### config.mk
export PLATFORM = sky130hd
export DESIGN_NAME = mips_branch_predictor
export DESIGN_NICKNAME = d
export VERILOG_FILES = /design/src/rtl/mips_branch_predictor.sv
export SDC_FILE = /design/constraint.sdc
export NUM_CORES = 2
export LEC_CHECK = 0
export BUFFER_PORTS_ARGS = -buffer_cell sky130_fd_sc_hd__buf_2
export CORE_ASPECT_RATIO = 1.5
export CORE_MARGIN = 2
export CORE_UTILIZATION = 23
export CTS_CLUSTER_SIZE = 20
export DETAILED_ROUTE_END_ITERATION = 12
export PLACE_DENSITY = 0.46
export SLEW_MARGIN = 15
export SYNTH_ARGS = -nofsm -noshare
export SYNTH_HDL_FRONTEND = slang
export SYNTH_SLANG_ARGS = --single-unit
### constraint.sdc
create_clock -name clk -period 35.5 [get_ports clk]
set_clock_uncertainty 0.1 [all_clocks]
set_input_delay 5.325 -clock clk [delete_from_list [all_inputs] [get_ports clk]]
set_output_delay 5.325 -clock clk [all_outputs]
set_load 0.02 [all_outputs]
### src/rtl/mips_branch_predictor.sv
// ---------------------------------------------------------------------------
// mips_branch_predictor
//
// Direct-mapped branch target buffer with per-entry saturating direction
// counters for a word-addressed MIPS fetch stage. Lookup is purely
// combinational from the stored entries; resolved branches from decode
// update (or allocate) one entry per clock.
//
// Ports
//   clk          in   clock, all state changes on the rising edge
//   rst          in   asynchronous active-high reset
//   lookup_pc    in   fetch-stage PC (word address)
//   pred_taken   out  predicted taken for lookup_pc
//   pred_target  out  predicted next PC (stored target or lookup_pc+1)
//   pred_hit     out  valid entry with matching tag for lookup_pc
//   upd_valid    in   resolved-branch update strobe
//   upd_pc       in   PC of the resolved branch/jump
//   upd_taken    in   resolved direction
//   upd_target   in   resolved target
//   upd_mispred  in   misprediction flag, qualified by upd_valid
//   flush        in   synchronous invalidate of every entry
//   mispred_cnt  out  saturating misprediction count
// ---------------------------------------------------------------------------
module mips_branch_predictor #(
  parameter int ADDR_W  = 32,
  parameter int ENTRIES = 16,
  parameter int CNT_W   = 2,
  parameter int STAT_W  = 16
) (
  input  logic              clk,
  input  logic              rst,
  input  logic [ADDR_W-1:0] lookup_pc,
  output logic              pred_taken,
  output logic [ADDR_W-1:0] pred_target,
  output logic              pred_hit,
  input  logic              upd_valid,
  input  logic [ADDR_W-1:0] upd_pc,
  input  logic              upd_taken,
  input  logic [ADDR_W-1:0] upd_target,
  input  logic              upd_mispred,
  input  logic              flush,
  output logic [STAT_W-1:0] mispred_cnt
);

  localparam int IDX_W = $clog2(ENTRIES);
  localparam int TAG_W = ADDR_W - IDX_W;

  localparam logic [CNT_W-1:0]  CNT_MAX  = '1;
  localparam logic [CNT_W-1:0]  CNT_INIT = CNT_W'(1 << (CNT_W - 1)); // weakly taken
  localparam logic [STAT_W-1:0] STAT_MAX = '1;

  // Flattened view of every entry, gathered from the per-entry registers.
  logic              entry_valid  [ENTRIES];
  logic [TAG_W-1:0]  entry_tag    [ENTRIES];
  logic [ADDR_W-1:0] entry_target [ENTRIES];
  logic [CNT_W-1:0]  entry_cnt    [ENTRIES];

  // -------------------------------------------------------------------------
  // Lookup: zero-latency read of the current (pre-update) contents.
  // -------------------------------------------------------------------------
  logic [IDX_W-1:0] lk_idx;
  logic [TAG_W-1:0] lk_tag;

  assign lk_idx = lookup_pc[IDX_W-1:0];
  assign lk_tag = lookup_pc[ADDR_W-1:IDX_W];

  always_comb begin
    pred_hit    = entry_valid[lk_idx] && (entry_tag[lk_idx] == lk_tag);
    pred_taken  = pred_hit && entry_cnt[lk_idx][CNT_W-1];
    pred_target = pred_taken ? entry_target[lk_idx] : (lookup_pc + ADDR_W'(1));
  end

  // -------------------------------------------------------------------------
  // Update: build the replacement contents for the addressed entry once;
  // each entry then only has to decide whether it is the one being written.
  // -------------------------------------------------------------------------
  logic [IDX_W-1:0]  upd_idx;
  logic [TAG_W-1:0]  upd_tag;
  logic              upd_hit;
  logic              upd_write;
  logic [ADDR_W-1:0] upd_target_new;
  logic [CNT_W-1:0]  upd_cnt_new;

  assign upd_idx = upd_pc[IDX_W-1:0];
  assign upd_tag = upd_pc[ADDR_W-1:IDX_W];
  assign upd_hit = entry_valid[upd_idx] && (entry_tag[upd_idx] == upd_tag);

  always_comb begin
    upd_write      = 1'b0;
    upd_target_new = entry_target[upd_idx];
    upd_cnt_new    = entry_cnt[upd_idx];
    if (upd_valid) begin
      if (upd_hit) begin
        upd_write = 1'b1;
        if (upd_taken) begin
          upd_target_new = upd_target;
          if (entry_cnt[upd_idx] != CNT_MAX) begin
            upd_cnt_new = entry_cnt[upd_idx] + CNT_W'(1);
          end
        end else if (entry_cnt[upd_idx] != '0) begin
          upd_cnt_new = entry_cnt[upd_idx] - CNT_W'(1);
        end
      end else if (upd_taken) begin
        // Only taken branches earn a slot; a not-taken miss leaves the
        // entry (and whoever currently owns it) untouched.
        upd_write      = 1'b1;
        upd_target_new = upd_target;
        upd_cnt_new    = CNT_INIT;
      end
    end
  end

  // -------------------------------------------------------------------------
  // Entry storage, one register set per BTB slot.
  // -------------------------------------------------------------------------
  for (genvar gi = 0; gi < ENTRIES; gi++) begin : g_entry
    logic              valid_q,  valid_d;
    logic [TAG_W-1:0]  tag_q,    tag_d;
    logic [ADDR_W-1:0] target_q, target_d;
    logic [CNT_W-1:0]  cnt_q,    cnt_d;
    logic              sel;

    assign sel = upd_write && (upd_idx == IDX_W'(gi));

    always_comb begin
      valid_d  = valid_q;
      tag_d    = tag_q;
      target_d = target_q;
      cnt_d    = cnt_q;
      if (flush) begin
        // Flush wins over a same-cycle update: only the valid bits drop,
        // counters and targets keep their trained values.
        valid_d = 1'b0;
      end else if (sel) begin
        valid_d  = 1'b1;
        tag_d    = upd_tag;
        target_d = upd_target_new;
        cnt_d    = upd_cnt_new;
      end
    end

    always_ff @(posedge clk or posedge rst) begin
      if (rst) begin
        valid_q  <= 1'b0;
        tag_q    <= '0;
        target_q <= '0;
        cnt_q    <= '0;
      end else begin
        valid_q  <= valid_d;
        tag_q    <= tag_d;
        target_q <= target_d;
        cnt_q    <= cnt_d;
      end
    end

    assign entry_valid[gi]  = valid_q;
    assign entry_tag[gi]    = tag_q;
    assign entry_target[gi] = target_q;
    assign entry_cnt[gi]    = cnt_q;
  end

  // -------------------------------------------------------------------------
  // Misprediction statistics: independent of flush, saturating.
  // -------------------------------------------------------------------------
  logic [STAT_W-1:0] mispred_q, mispred_d;

  always_comb begin
    mispred_d = mispred_q;
    if (upd_valid && upd_mispred && (mispred_q != STAT_MAX)) begin
      mispred_d = mispred_q + STAT_W'(1);
    end
  end

  always_ff @(posedge clk or posedge rst) begin
    if (rst) begin
      mispred_q <= '0;
    end else begin
      mispred_q <= mispred_d;
    end
  end

  assign mispred_cnt = mispred_q;

endmodule

==> impl_metrics.ini <==
[grt]
antenna_found_initial = 33
grt_overflow = 0
grt_pass1_wl_microns = 288000
grt.total_usage_pct = 15.9
grt_max_degree = 151
grt_pass1_vias = 36800

[routing]
drtIter0Drc = 2492
met1_length_microns = 88800
vias_per_cell = 4.93
drc = 0
wirelength_microns = 200000
vias = 34500
top_layer = met5
wl_met2_microns = 94600
first_pass_iters = 5
drtAntennaViolNets = 0
wl_met3_microns = 11300
wire_per_inst_microns = 28.6

[cts]
clock_latency_ps = 760
cts.repair.resized = 0
cts_num_sinks = 1024
post-cts-setup-buffers = 0
cts_buffers = 117
cts_root_buffer = clkbuf_16
ctsHoldBuffers = 0
clockBufferDepth = 3
cts_tree = done
cts.clk_slew.worst_paths_ps = 60
htree_num_levels = 3

[placed_design]
io_buffers = 151
gp_congestion = 0.789
dp.cells = 6761
post_dp_cell_area_sq_um = 60300
post-dp-hpwl_microns = 121000

[logic_synthesis]
synth_seq_area_share_pct = 45.3
ys_async_sr_fraction_pct = 100
yosysTopAreaCell = dfrtp_1
synth_common_cells = dfrtp_1, mux2_2, mux4_2
yosysTopAreaCellShare_pct = 45.3
yosysWarnings = 0
synth_fp_nets = 3721
syn_inst = 3617
synth_seq_cells = 1024
synth_cell_type_count = 67
synth_area_leaders = dfrtp_1, mux4_2, mux2_2, mux2i_1, mux2_1
avgSynthCellArea_sq_um = 15.6
synth_edf_count = 0
syn_area_sq_um = 56600
yosysMostFrequentCell = dfrtp_1
synth_top_flop_cell = dfrtp_1

[worst_setup_path]
start_kind = input port
cp_data_arrival_time_ps = 11780
rr_endpoint = g_entry[8].target_q[22]
r2r_start = g_entry[15].tag_q[7]
r2r_slack_ps = 28810
crit_path_max_fanout = 66
startpoint = lookup_pc[0]
path_class = input port to output pin
crit_end = pred_target[1]
endpoint_kind = output pin
r2r_cells = 12
cp_data_required_time_ps = 30080

[power_and_ir_drop]
p_leak_uw = 0.0279
ir_worst_vdd_uv = 35.9
power_density_nw_per_um2 = 48.0
p_total_uw = 3080

[sta]
min_period_over_period_pct = 48.5
setup_tns_ps = 0
timing.final.crit_period_ps = 17210
rsz0062_at_grt = no
hold_viol_final = 0
drv_slew = 0
max_slew_margin_pct = 23.2
worst_pin_slew_ps = 1150
final-setup-viol-count = 0
max_freq_mhz = 58.1

[final_layout]
drive_gt1_share_pct = 52.2
area_growth_pct = 13.6
instances_no_fill = 6983
fin_area_sq_um = 64300
nNetsFinal = 3722
utilization_pct = 26.2

[die]
die_w_microns = 409
io_pins = 152
die_h_microns = 611
die-area_sq_um = 250000
rows = 223
initial_core_util_pct = 23.1
core_area_sq_um = 245000

[flow_run]
max_cap_violations = 0

[outcome]
status = finished clean

[hold_path]
min_path_type = flop to flop
[metal layers]
| metal | track usage, % | up-vias |
|---|---|---|
| met3 | 2.70 | 258 |
| li1 | - | 14100 |
| met1 | 21.7 | 19200 |
| met2 | 25.9 | 886 |
| met4 | 4.32 | 6 |
| met5 | 0 | - |
[worst max-delay path: stages]
cell and delay, ps:
buf_8 590, buf_4 820, buf_4 890, mux4_2 600, mux2i_1 160, mux2i_1 110, xor2_1 190, nor4_1 520
nand4_1 190, nor4_2 560, buf_4 380, and2_4 640, mux2_2 410, buf_2 160
[stage by stage]
step / setup slack (ps) / hold WS (ps)
2_1_floorplan: 1260 / 361
3_3_place_gp: 17770 / 372
3_5_place_dp: 17710 / 380
4_1_cts: 17690 / 390
5_1_grt: 17880 / 410
6_report: 18290 / 392
[how the worst min path moves through the flow]
stage                                   from                 end  slack, ps  cells past startpoint
final                        mispred_cnt[13]     mispred_cnt[13]        390                      1
after global placement        mispred_cnt[9]      mispred_cnt[9]        370                      1
after detailed placement     mispred_cnt[13]     mispred_cnt[13]        380                      1
after floorplan           g_entry[6].valid_q  g_entry[6].valid_q        360                      1
after global routing         mispred_cnt[13]     mispred_cnt[13]        410                      1
after CTS                     mispred_cnt[9]      mispred_cnt[9]        390                      1
[power breakdown]
group          switching [uW]  internal [uW]
Sequential               85.9           1280
Combinational             231            237
Clock                     523            729
Total                     840           2240
[final cells by class]
cell class | count | area, sq um
inverter | 15 | 63.8
clock buffer | 180 | 3520
sequential | 1024 | 25600
antenna | 7 | 17.5
fill | 25000 | 181000
clock inverter | 35 | 427
timing repair buffer | 235 | 1500
tap | 3262 | 4080
multi-input combinational | 2225 | 29000
[flip-flops by register name, summed over array words and instances (netlist names)]
register and cells:
g_entry.tag_q 448, g_entry.target_q 512, g_entry.valid_q 16, mispred_cnt 16, g_entry.cnt_q 32
[kinds of logic after synthesis]
group / after synthesis / synth area share (%)
AOI/OAI and AO/OA: 166 / 2.42
buffers and inverters: 368 / 3.51
xor gates and xnor gates: 85 / 1.32
and+or+nand+nor: 222 / 2.10
adders and majority gates: 2 / 0.0442
DFF: 1024 / 45.3
muxes: 1750 / 45.3
[placed cells by master, fill, tap and decap left out, types with 4 or more instances in the layout]
master and instances:
mux2_2 916, mux2i_1 164, clkbuf_1 29, nor4_1 6, nor2_1 25, a221oi_1 6, and3_1 17, dfrtp_1 1024
a211oi_1 13, nor2b_1 23, diode_2 7, mux2_4 40, clkbuf_16 118, buf_8 6, a21oi_1 17, xor2_1 31
nand2b_1 14, clkinv_8 4, buf_2 143, bufinv_16 7, a2111oi_4 8, buf_4 81, and2_1 9, o22ai_1 7
clkbuf_8 33, inv_1 14, nand4_1 18, mux2_1 100, nand3_1 48, a22oi_1 35, a21o_1 22, nand2_1 35
a21oi_4 8, o21ai_0 18, xnor2_1 54, mux4_2 530, clkinv_2 21, nor3_1 7
(Power assumes the default switching activity.)
